<file path="src/rtl/hazard_fwd_unit_pkg.sv">
// Shared types and constants for the hazard/forwarding control unit.
// Register indices are carried at REG_IDX_W bits; narrower cores zero-extend.
package hazard_fwd_unit_pkg;

  localparam int unsigned REG_IDX_W = 8;

  localparam logic [1:0] FWD_RF  = 2'b00;
  localparam logic [1:0] FWD_WB  = 2'b01;
  localparam logic [1:0] FWD_MEM = 2'b10;

  localparam logic [REG_IDX_W-1:0] REG_X0 = '0;

  typedef struct packed {
    logic                 valid;
    logic [REG_IDX_W-1:0] rd;
    logic                 regwrite;
    logic                 memread;
  } stage_info_t;

  // True when the stage will write a real (non-x0) register equal to r.
  function automatic logic writes_reg(input stage_info_t s,
                                      input logic [REG_IDX_W-1:0] r);
    return s.valid & s.regwrite & (s.rd != REG_X0) & (s.rd == r);
  endfunction

endpackage

</file>
<file path="src/rtl/hazard_fwd_unit_fwd_sel_gen.sv">
// Forward-select priority compare for one EX operand: MEM (younger) beats WB,
// otherwise the register file value is used.
module fwd_sel_gen
  import hazard_fwd_unit_pkg::*;
(
  input  logic [REG_IDX_W-1:0] ex_rs_i,
  input  stage_info_t          mem_i,
  input  stage_info_t          wb_i,
  output logic [1:0]           fwd_sel_o
);

  always_comb begin
    fwd_sel_o = FWD_RF;
    if (writes_reg(mem_i, ex_rs_i)) begin
      fwd_sel_o = FWD_MEM;
    end else if (writes_reg(wb_i, ex_rs_i)) begin
      fwd_sel_o = FWD_WB;
    end
  end

endmodule

</file>
<file path="src/rtl/hazard_fwd_unit.sv">
// Load-use hazard detection and EX operand forward-select generation, using a
// private shadow pipeline of EX/MEM/WB destination info. Optional macro:
// RF_BYPASS_EN adds WB->ID bypass flags id_byp_a/id_byp_b.
module hazard_fwd_unit
  import hazard_fwd_unit_pkg::*;
#(
  parameter int unsigned REG_AW = 5
) (
  input  logic              clk,
  input  logic              rst_n,
  input  logic              id_valid,
  input  logic [REG_AW-1:0] id_rs1,
  input  logic [REG_AW-1:0] id_rs2,
  input  logic [REG_AW-1:0] id_rd,
  input  logic              id_regwrite,
  input  logic              id_memread,
  input  logic              flush_ex,
  input  logic              hold,
  output logic              stall_fe,
  output logic              bubble_ex,
  output logic [1:0]        fwd_a_sel,
  output logic [1:0]        fwd_b_sel
`ifdef RF_BYPASS_EN
  ,
  output logic              id_byp_a,
  output logic              id_byp_b
`endif
);

  logic [REG_IDX_W-1:0] id_rs1_w, id_rs2_w, id_rd_w;
  stage_info_t          ex_q, ex_d, mem_q, mem_d, wb_q, wb_d;
  logic [REG_IDX_W-1:0] ex_rs1_q, ex_rs1_d, ex_rs2_q, ex_rs2_d;
  logic                 luh;

  assign id_rs1_w = REG_IDX_W'(id_rs1);
  assign id_rs2_w = REG_IDX_W'(id_rs2);
  assign id_rd_w  = REG_IDX_W'(id_rd);

  // A load in EX whose result an ID source needs cannot be forwarded in time.
  assign luh = id_valid & ex_q.valid & ex_q.memread & (ex_q.rd != REG_X0) &
               ((ex_q.rd == id_rs1_w) | (ex_q.rd == id_rs2_w));

  assign stall_fe  = luh | hold;
  assign bubble_ex = (luh | flush_ex) & ~hold;

  always_comb begin
    ex_d     = ex_q;
    ex_rs1_d = ex_rs1_q;
    ex_rs2_d = ex_rs2_q;
    mem_d    = mem_q;
    wb_d     = wb_q;
    if (!hold) begin
      wb_d  = mem_q;
      mem_d = ex_q;
      if (bubble_ex) begin
        ex_d     = '0;
        ex_rs1_d = '0;
        ex_rs2_d = '0;
      end else begin
        ex_d.valid    = id_valid;
        ex_d.rd       = id_rd_w;
        ex_d.regwrite = id_regwrite;
        ex_d.memread  = id_memread;
        ex_rs1_d      = id_rs1_w;
        ex_rs2_d      = id_rs2_w;
      end
    end
  end

  always_ff @(posedge clk or negedge rst_n) begin
    if (!rst_n) begin
      ex_q     <= '0;
      ex_rs1_q <= '0;
      ex_rs2_q <= '0;
      mem_q    <= '0;
      wb_q     <= '0;
    end else begin
      ex_q     <= ex_d;
      ex_rs1_q <= ex_rs1_d;
      ex_rs2_q <= ex_rs2_d;
      mem_q    <= mem_d;
      wb_q     <= wb_d;
    end
  end

  fwd_sel_gen u_fwd_a (
    .ex_rs_i   (ex_rs1_q),
    .mem_i     (mem_q),
    .wb_i      (wb_q),
    .fwd_sel_o (fwd_a_sel)
  );

  fwd_sel_gen u_fwd_b (
    .ex_rs_i   (ex_rs2_q),
    .mem_i     (mem_q),
    .wb_i      (wb_q),
    .fwd_sel_o (fwd_b_sel)
  );

`ifdef RF_BYPASS_EN
  // For register files that return the old value on a same-cycle write.
  assign id_byp_a = writes_reg(wb_q, id_rs1_w);
  assign id_byp_b = writes_reg(wb_q, id_rs2_w);
`endif

endmodule

</file>
<file path="config.mk">
export PLATFORM = sky130hd
export DESIGN_NAME = hazard_fwd_unit
export DESIGN_NICKNAME = d
export VERILOG_FILES = /design/src/rtl/hazard_fwd_unit_pkg.sv /design/src/rtl/hazard_fwd_unit_fwd_sel_gen.sv /design/src/rtl/hazard_fwd_unit.sv
export SDC_FILE = /design/constraint.sdc
export NUM_CORES = 1
export LEC_CHECK = 0
export BUFFER_PORTS_ARGS = -buffer_cell sky130_fd_sc_hd__buf_4
export CAP_MARGIN = 20
export CORE_ASPECT_RATIO = 1.4
export CORE_MARGIN = 10
export CORE_UTILIZATION = 50
export CTS_BUF_LIST = sky130_fd_sc_hd__clkbuf_16
export CTS_CLUSTER_SIZE = 12
export DETAILED_ROUTE_END_ITERATION = 16
export GPL_ROUTABILITY_DRIVEN = 0
export PLACE_DENSITY = 0.77
export SYNTH_ARGS = -nofsm -noshare
export SYNTH_HDL_FRONTEND = slang
export SYNTH_HIERARCHICAL = 1
export SYNTH_SLANG_ARGS = --single-unit
</file>
<file path="constraint.sdc">
create_clock -name clk -period 2.5 [get_ports clk]
set_clock_uncertainty 0.1 [all_clocks]
set_input_delay 0.5 -clock clk [delete_from_list [all_inputs] [get_ports clk]]
set_output_delay 0.5 -clock clk [all_outputs]
set_load 0.1 [all_outputs]
</file>
Word level (Yosys, flattened, before mapping)
Index checks and enable logic that the tools add are counted.
- register bits: 47
- bits of input ports: 22
- output and inout bits: 6
- word-level logic and storage cells: 45
- eq/ne operators: 6
- muxes and demuxes: 7
- bitwise gates (word level): 17
- reduce and logical (&&, ||, !) cells: 3
- operators by type and width (operator ; count):
    8-bit equality test ; 4
    8-bit nonzero test ; 3
    8-bit by 5-bit equality test with 1-bit output ; 2
    1-bit AND ; 13
    11-bit 2-to-1 mux ; 1
    5-bit 2-to-1 mux ; 2
    2-bit 2-to-1 mux ; 2
    1-bit bitwise OR ; 3
    1-bit 2-to-1 mux ; 2
    1-bit inverter ; 1

Depth between registers and ports, before layout
Gate-level depths: netlist (run 1).
- depth after elaboration: 7
- gate-level depth with buffers: 5
- depth with buffers taken out: 4

Cells and area by module
Netlist (run 1), hierarchy kept.
- modules (own cells, without submodules) (module ; instances ; cells an instance ; area an instance (um2) ; sequential area each (um2)):
    hazard_fwd_unit ; 1 ; 137 ; 1630.3 ; 850.8
    fwd_sel_gen ; 2 ; 31 ; 240.2 ; 0.0

Least setup slack after synthesis (run 1)
OpenSTA, ideal clock, no wires.
- kind: register -> output
- start point: register mem_q[3] in the netlist's numbering
- end point: output fwd_a_sel[1]
- data arrival time: 3.775 ns
- data required time: 1.900 ns
- slack: -1.875 ns
- cell stages (with the launch flop): 5
- path buffers: 0
- path through: dfrtp_1 xor2_1 nor4_2 nand4_1 nor4_1
- word-level cells in the longest chain between the ends: 4
- elaborated cells on any way between the ends: 5
- classes of those cells: 1 x eq/ne; 1 x mux; 2 x bitwise; 1 x reduce/logical
- ends and longest elaborated chain (item ; line ; source):
    start, declared ; hazard_fwd_unit.sv:31 ; stage_info_t ex_q, ex_d, mem_q, mem_d, wb_q, wb_d;
    start signal, assigned ; hazard_fwd_unit.sv:81 ; mem_q <= mem_d;
    8-bit nonzero test ; hazard_fwd_unit_pkg.sv:23 ; return s.valid & s.regwrite & (s.rd != REG_X0) & (s.rd == r);
    1-bit AND ; hazard_fwd_unit_pkg.sv:23 ;
    1-bit AND * ; hazard_fwd_unit_pkg.sv:23 ;
    2-bit 2-to-1 mux * ; hazard_fwd_unit_fwd_sel_gen.sv:14 ; if (writes_reg(mem_i, ex_rs_i)) begin
    end, declared ; hazard_fwd_unit.sv:21 ; output logic [1:0] fwd_a_sel,
Mark *: on every way between the ends. The rest lies on a longest branch, timed or not.

Worst setup path in the final report (run 1)
- start point: register mem_q[4] in the netlist's numbering
- end point: output fwd_a_sel[0]
The elaborated chain is that of the path after synthesis.

==> results of run 1 <==
-- registers in the layout (all words and copies together), names as in the netlist --
| name | flops |
|---|---|
| ex_rs2_q | 5 |
| ex_rs1_q | 5 |
| ex_q | 8 |
| wb_q | 7 |
| mem_q | 7 |
-- placed cells by master (no fill, tap or decap), types with 8 or more instances in the layout --
master	n
or4_1	8
o21ai_1	8
xnor2_1	30
a32oi_1	18
xor2_1	10
nand2_1	22
o21ai_2	10
buf_4	33
mux2_1	14
conb_1	36
dfrtp_1	27
-- power breakdown --
group | total, W | switching, W | internal [W]
clock network | 0.000692 | 0.000225 | 0.000467
logic | 0.000463 | 0.000229 | 0.000234
registers | 0.000725 | 0.000121 | 0.000604
total | 0.00188 | 0.000575 | 0.00131
-- layout make-up --
class                           instances  area share
Clock buffer                            5      0.0450
Sequential cell                        32       0.291
Timing Repair Buffer                   40       0.127
Clock inverter                          3      0.0153
Multi-Input combinational cell        188       0.503
Tap cell                               43      0.0194
-- layer usage --
layer,up-vias,global-route usage,wire (um),share of wire
met5,-,0,0,0
met4,0,0.0826,178,0.035
met3,14,0.0405,196,0.039
met2,45,0.239,2650,0.52
met1,838,0.172,2030,0.40
li1,839,-,-,-
-- critical path: stages (launching register included) --
cell     delay [ps]
dfrtp_1         440
or4_1           570
nor2_2          170
o41a_1          190
buf_6           230
-- final timing paths --
path | endpoint | slack, ps | depth (start not counted) | startpoint
hold reg to reg | mem_q[1] | 390 | 1 | ex_q[1]
hold / removal | mem_q[10] | 50 | 1 | rst_n
max in group asynchronous | ex_q[5] | 1920 | 1 | rst_n
min in group clk | ex_q[1] | 370 | 3 | id_regwrite
setup reg to reg | ex_q[10] | 420 | 6 | ex_q[5]
setup / recovery | fwd_a_sel[0] | 20 | 4 | mem_q[4]
-- what timing repair did --
action	in CTS	in global routing
gates resized for setup	13	9
setup endpoints to repair	6	6
setup buffers	5	2
pin swaps	8	9
cloned	0	0
-- per-stage QoR --
stage,util,total power [W],setup TNS [ps],instance area (um^2)
6_report,0.703,0.00188,0,2780
5_1_grt,0.703,0.00197,-238,2780
4_1_cts,0.691,0.00187,-101,2730
3_5_place_dp,0.625,0.00115,0,2470
3_3_place_gp,0.625,0.00114,0,2470
2_1_floorplan,-,0.00102,-382,2220
==> flow_summary_export.csv, run 1 <==
group,metric,value,unit
clock_tree,clkLatencyLatePin,270,ps
logic_synthesis,synth_cells,195,
drt,vias_per_cell,5.58,
flow_run,drv_cap,0,
clock_tree,cts_buffers,5,
sta,whs,53.5,ps
drt,final_antenna_net_count,0,
die,core_area,0.00395,mm^2
sta,grt_setup_unrepaired,"yes",
global_routing,grt_pass1_vias,1721,
clock_tree,cts_hold_buf,0,
die,die_h,95.5,um
final_layout,syn_to_final_growth,36.3,%
sta,min_period,2480,ps
place,place_inst,296,
drt,dr.pass1.iters,7,
drt,drt_iter0_drc,68,
worst_setup_path,critPathLaunchType,"flip-flop",
die,dieWidth,74.0,um
run_status,outcome,"finished clean",
final_layout,layout.nets,289,
die,io_pins,28,
die,num_rows,27,
logic_synthesis,yosysWarnings,6,
sta,post-route-period-util,0.992,
final_layout,final_cells,311,
clock_tree,cts_tree,"built",
final_layout,drive_gt1_frac,0.287,
clock_tree,htreeDepth,2,
min_path,holdCritPathClass,"primary input to async pin",
power_and_ir_drop,ir_drop,0.593,mV
place,dp_hpwl,3.55,mm
place,dp_slack,84.8,ps
global_routing,antenna_found_initial,0,
drt,drt-total-wl,5.05,mm
clock_tree,cts.reportedPaths.clkPinSlew,50,ps
drt,vias,1736,
global_routing,track_usage,0.148,
worst_setup_path,cp.arrival,1880,ps
place,port_buffers,27,
final_layout,nFillCells,300,
power_and_ir_drop,static-leakage-power,1.13,nW
drt,drc,0,
final_layout,regArea,807,um^2
logic_synthesis,syn_area,0.00204,mm^2
sta,fin_ws,20.2,ps
worst_setup_path,crit_fanout,6,
sta,slew_viol_final,0,
final_layout,multi_input_area,0.00140,mm^2
global_routing,grt_overflow_total,0,
sta,hold_viol,0,
worst_setup_path,crit_type,"flip-flop to output pin",
global_routing,grt_first_pass_wirelength,8.17,mm
die,dieArea,0.00707,mm^2
worst_setup_path,cp-end-kind,"output pin",
worst_setup_path,cp.required,1900,ps
power_and_ir_drop,power_density,677,mW/mm^2
drt,avgRoutedWirePerCell,16.3,um
clock_tree,cts_root_buf,"clkbuf_16",
logic_synthesis,syn_area_per_cell,10.5,um^2
die,initial_core_util,0.516,
clock_tree,clock_path_buffers,2,
sta,clock.fmax,403,MHz
global_routing,grt_max_degree,37,
clock_tree,cts.sinks,32,
sta,setup_violations,0,
final_layout,diodes,0,
Power figures use the tool's default switching activity.
==> run 2: changes to the inputs <==
--- a/config.mk
+++ b/config.mk
@@ -6,8 +6,8 @@
 export NUM_CORES = 1
 export LEC_CHECK = 0
 export BUFFER_PORTS_ARGS = -buffer_cell sky130_fd_sc_hd__buf_4
-export CAP_MARGIN = 20
-export CORE_ASPECT_RATIO = 1.4
+export CAP_MARGIN = 10
+export CORE_ASPECT_RATIO = 0.8
 export CORE_MARGIN = 10
 export CORE_UTILIZATION = 50
 export CTS_BUF_LIST = sky130_fd_sc_hd__clkbuf_16
==> run 2 against run 1 <==
Net effect: via count increased by 1.2%; flip-flop and latch count is the same; hold slack gained 6.6 ps; sequential share of layout area grew 0.36 points; worst setup slack lost 72 ps; fmax is 2.8% lower; clock-buffer cell count unchanged; the flow now finishes with violations (setup timing); non-clock buffer count fell by 1; register-to-register slack better by 110 ps; critical path depth increased by 1; utilization up 0.93 points.
==> flow_summary_export.csv, run 2 (synthesis results as in run 1) <==
group,metric,value,unit
run_status,outcome,"finished with violations",
run_status,failed_checks,"setup timing",
die,core_area,0.00385,mm^2
global_routing,antenna_found_initial,0,
worst_setup_path,reg2reg_slack,530,ps
drt,drt-total-wl,5.38,mm
global_routing,grt_max_degree,33,
worst_setup_path,cp_cell_sequence,"xor2_1, nor4_2, nand4_1, o41a_1, buf_6",
power_and_ir_drop,static-leakage-power,1.11,nW
sta,setup_violations,1,
drt,vias_per_cell,5.46,
worst_setup_path,cp.required,1900,ps
drt,route.met2.wl,2.66,mm
sta,grt_setup_unrepaired,"yes",
sta,fin_ws,-51.7,ps
die,dieArea,0.00705,mm^2
final_layout,utilization,0.712,
power_and_ir_drop,ir_drop,0.471,mV
final_layout,layout.nets,288,
drt,final_antenna_net_count,0,
global_routing,grt_pass1_vias,1841,
worst_setup_path,reg2reg_depth,5,
clock_tree,clkLatencyLatePin,280,ps
die,io_pins,28,
clock_tree,cts_buffers,5,
worst_setup_path,cp.arrival,1950,ps
sta,min_period,2550,ps
clock_tree,cts.reportedPaths.clkPinSlew,50,ps
drt,wl_met3,270,um
drt,top_layer,"met4",
place,dp_slack,144,ps
die,die_h,77.1,um
sta,clock.fmax,392,MHz
clock_tree,clock_path_buffers,2,
final_layout,final_cell_mix,"36 x conb_1, 33 x buf_4, 31 x xnor2_1",
worst_setup_path,crit_fanout,4,
sta,slew_viol_final,0,
drt,dr.pass1.iters,4,
worst_setup_path,crit_type,"flip-flop to output pin",
clock_tree,cts_hold_buf,0,
flow_run,drv_cap,0,
global_routing,track_usage,0.157,
drt,vias,1757,
clock_tree,cts_tree,"built",
power_and_ir_drop,power_density,642,mW/mm^2
final_layout,diodes,0,
global_routing,grt_overflow_total,0,
final_layout,final_cells,322,
sta,post-route-period-util,1.02,
worst_setup_path,cp-end-kind,"output pin",
final_layout,syn_to_final_growth,34.6,%
final_layout,top_regs,"ex_q (8), mem_q (7), wb_q (7)",
clock_tree,cts_root_buf,"clkbuf_16",
global_routing,grt_first_pass_wirelength,9.18,mm
worst_setup_path,cp_slowest_cell,"o41a_1",
worst_setup_path,max_stage_delay,440,ps
min_path,holdCritPathClass,"primary input to async pin",
final_layout,layout_commonest_cell,"conb_1",
worst_setup_path,critPathLaunchType,"flip-flop",
drt,drt_iter0_drc,128,
final_layout,regMostFlops,"ex_q",
drt,avgRoutedWirePerCell,16.7,um
worst_setup_path,reg2reg_to,"ex_q[2]",
drt,drc,0,
final_layout,drive_gt1_frac,0.273,
place,dp_hpwl,3.82,mm
die,num_rows,20,
final_layout,largest_reg_flops,8,
clock_tree,htreeDepth,2,
worst_setup_path,worstReg2RegStart,"ex_q[3]",
die,dieWidth,91.4,um
drt,m1WireLength,2.41,mm
sta,hold_viol,0,
place,port_buffers,27,
place,place_inst,310,
clock_tree,cts.sinks,32,
die,initial_core_util,0.529,
-- run 2: changes by cell type in the layout (fill, tap and decap cells not counted) --
cell,previous run,this run
buf_6,4,3
clkinvlp_4,1,0
bufinv_16,1,0
clkinv_2,1,2
xnor2_2,2,1
xnor2_1,30,31
o22a_1,0,1
o22a_2,1,0
clkinv_1,0,1
-- run 2: timing repair --
action,CTS,global route
buffers inserted,2,2
resized for setup,11,11
pin swaps,4,6
setup endpoints to repair,5,6
-- run 2: critical path, delay by kind of cell, from the launching register on --
kind / cells / cell delay, ps
AOI/OAI and AO/OA: 1 / 440
and+or+nand+nor: 2 / 430
DFF: 1 / 430
xor gates and xnor gates: 1 / 190
buffers and inverters: 1 / 190
-- run 2: worst max-delay path by stage --
stage / end / depth (start not counted) / from
after floorplan: fwd_a_sel[0] / 3 / mem_q[4]
after global placement: bubble_ex / 6 / id_rs2[4]
after detailed placement: bubble_ex / 6 / id_rs2[4]
after CTS: fwd_a_sel[0] / 5 / mem_q[3]
after global routing: fwd_a_sel[0] / 5 / mem_q[3]
final: fwd_a_sel[0] / 5 / mem_q[3]
-- run 2: metal layers --
metal | GRT usage | vias up
li1 | - | 839
met4 | 0.0297 | 0
met3 | 0.0506 | 6
met5 | 0 | -
met2 | 0.257 | 41
met1 | 0.196 | 871
-- run 2: stage by stage --
stage | hold WS (ps) | cell area (um^2) | TNS, ps | power [W]
after floorplan | 104 | 2220 | -382 | 0.00102
after global placement | 360 | 2490 | 0 | 0.00114
after detailed placement | 361 | 2490 | 0 | 0.00115
after CTS | 72.6 | 2690 | -69.3 | 0.00174
after global routing | 85.7 | 2740 | -286 | 0.00186
final | 60.1 | 2740 | -51.7 | 0.00176
-- run 2: where the power goes --
part           total (W)  internal [W]  switching, W  leakage (nW)
clock network   0.000575      0.000361      0.000214        0.0710
logic           0.000455      0.000225      0.000229         0.651
registers       0.000733      0.000604      0.000129         0.390
-- run 2: area by class of cell --
class                           instances  area (um^2)
Sequential cell                        32          807
Clock inverter                          3         13.8
Timing Repair Buffer                   39          342
Tap cell                               55         68.8
Multi-Input combinational cell        188         1390
Clock buffer                            5          125
Fill cell                             321         1110
==> run 3: changes to the inputs <==
--- a/config.mk
+++ b/config.mk
@@ -14,7 +14,7 @@
 export CTS_CLUSTER_SIZE = 12
 export DETAILED_ROUTE_END_ITERATION = 16
 export GPL_ROUTABILITY_DRIVEN = 0
-export PLACE_DENSITY = 0.77
+export PLACE_DENSITY = 0.71
 export SYNTH_ARGS = -nofsm -noshare
 export SYNTH_HDL_FRONTEND = slang
 export SYNTH_HIERARCHICAL = 1
==> run 3 against run 2 <==
Net effect: cell count rose by 0.31%; sequential power down 0.8%; the flow still finishes with violations (setup timing); clock power shrank 1%; critical path type unchanged; fmax is 0.17% higher; flip-flop and latch count unchanged; via count shrank 2.2%.
==> flow_summary_export.csv, run 3 (synthesis results as in run 1) <==
group,metric,value,unit
run_status,outcome,"finished with violations",
run_status,failed_checks,"setup timing",
clock_tree,cts_buffers,5,
clock_tree,cts_hold_buf,0,
place,port_buffers,27,
clock_tree,cts_root_buf,"clkbuf_16",
final_layout,top_regs,"ex_q (8), mem_q (7), wb_q (7)",
final_layout,final_cell_mix,"36 x conb_1, 35 x buf_4, 31 x xnor2_1",
clock_tree,htreeDepth,2,
power_and_ir_drop,power_density,633,mW/mm^2
final_layout,syn_to_final_growth,36.1,%
drt,vias_per_cell,5.32,
die,core_area,0.00385,mm^2
final_layout,regMostFlops,"ex_q",
die,die_h,77.1,um
clock_tree,cts.sinks,32,
final_layout,layout_commonest_cell,"conb_1",
global_routing,grt_pass1_vias,1675,
place,placed_area,0.00247,mm^2
flow_run,drv_cap,0,
final_layout,post-route-cell-area,0.00277,mm^2
clock_tree,cts.reportedPaths.clkPinSlew,50,ps
worst_setup_path,cp.required,1900,ps
global_routing,grt_overflow_total,0,
sta,grt_setup_unrepaired,"yes",
global_routing,grt_max_degree,37,
worst_setup_path,startpoint,"mem_q[3]",
final_layout,largest_reg_flops,8,
drt,drt-total-wl,4.96,mm
clock_tree,clock_path_buffers,2,
sta,slew_viol_final,0,
final_layout,final_cells,323,
drt,avgRoutedWirePerCell,15.4,um
worst_setup_path,crit_fanout,4,
final_layout,drive_gt1_frac,0.287,
final_layout,nFillCells,326,
sta,min_period,2550,ps
die,initial_core_util,0.529,
clock_tree,cts_tree,"built",
worst_setup_path,crit_end,"fwd_b_sel[0]",
worst_setup_path,reg2reg_depth,5,
sta,fin_ws,-47.4,ps
die,dieArea,0.00705,mm^2
worst_setup_path,cp.arrival,1950,ps
drt,vias,1718,
worst_setup_path,reg2reg_slack,490,ps
drt,drt_iter0_drc,77,
sta,setup_tns,-94.2,ps
global_routing,antenna_found_initial,0,
place,dp_hpwl,3.48,mm
worst_setup_path,cp-end-kind,"output pin",
worst_setup_path,max_stage_delay,440,ps
global_routing,grt_first_pass_wirelength,8.25,mm
final_layout,diodes,0,
clock_tree,clkLatencyLatePin,280,ps
place,place_inst,308,
worst_setup_path,reg2reg_to,"ex_rs2_q[2]",
power_and_ir_drop,static-leakage-power,1.12,nW
sta,clock.fmax,393,MHz
die,io_pins,28,
min_path,holdCritPathClass,"primary input to async pin",
global_routing,track_usage,0.144,
drt,drc,0,
worst_setup_path,worstReg2RegStart,"ex_q[6]",
worst_setup_path,cp_cell_sequence,"xor2_1, nor4_2, nand4_1, o41a_1, buf_8",
drt,dr.pass1.iters,4,
die,num_rows,20,
power_and_ir_drop,ir_drop,0.454,mV
worst_setup_path,cp_slowest_cell,"dfrtp_2",
sta,setup_violations,2,
final_layout,layout.nets,290,
sta,post-route-period-util,1.02,
die,dieWidth,91.4,um
worst_setup_path,critPathLaunchType,"flip-flop",
worst_setup_path,crit_type,"flip-flop to output pin",
drt,final_antenna_net_count,0,
sta,hold_viol,0,
run 3: stage by stage:
stage          hold slack, ps  power (W)  worst slack, ps   util
2_1_floorplan             104    0.00102             -101      -
3_3_place_gp              367    0.00114              126  0.642
3_5_place_dp              363    0.00114              111  0.642
4_1_cts                  70.1    0.00175            -9.32  0.701
5_1_grt                  84.1    0.00185             -137  0.720
6_report                 57.7    0.00176            -47.4  0.720
run 3: worst min-delay path by stage:
| stage | startpoint | endpoint | slack, ps | cells past startpoint |
|---|---|---|---|---|
| after global routing | rst_n | mem_q[10] | 80 | 1 |
| after global placement | rst_n | mem_q[1] | 370 | 1 |
| after CTS | rst_n | mem_q[1] | 70 | 1 |
| after floorplan | rst_n | ex_q[0] | 100 | 0 |
| after detailed placement | rst_n | mem_q[1] | 360 | 1 |
| final | rst_n | mem_q[1] | 60 | 1 |
run 3: critical path: cells and delay by family (launching register included):
family	cells	cell delay [ps]
AND/OR/NAND/NOR	2	460
flip-flops	1	440
buffers and inverters	1	190
XOR/XNOR	1	180
AO/OA/AOI/OAI	1	400
run 3: layout make-up:
| class | instances | area (um^2) | area share |
|---|---|---|---|
| repair buffers | 41 | 360 | 0.130 |
| well taps | 55 | 68.8 | 0.0248 |
| flip-flops and latches | 32 | 807 | 0.291 |
| multi-input cells | 188 | 1400 | 0.506 |
| clock inverters | 2 | 8.76 | 0.00316 |
| clock buffers | 5 | 125 | 0.0451 |
run 3: routing by layer:
metal / global-route usage / share of wire / wire length (um)
met4: 0.0609 / 0.013 / 63
met2: 0.201 / 0.45 / 2230
met1: 0.196 / 0.48 / 2380
met3: 0.0447 / 0.057 / 281
met5: 0 / 0 / 0
run 3: where the power goes:
part	total (W)	leakage, nW	switching (W)	internal, W
registers	0.000727	0.390	0.000123	0.000605
logic	0.000460	0.663	0.000225	0.000235
clock network	0.000569	0.0709	0.000212	0.000357
run 3: what timing repair did:
item | CTS | global route
pin swaps | 2 | 3
resized for setup | 15 | 12
setup endpoints to repair | 4 | 6
setup buffers | 4 | 4
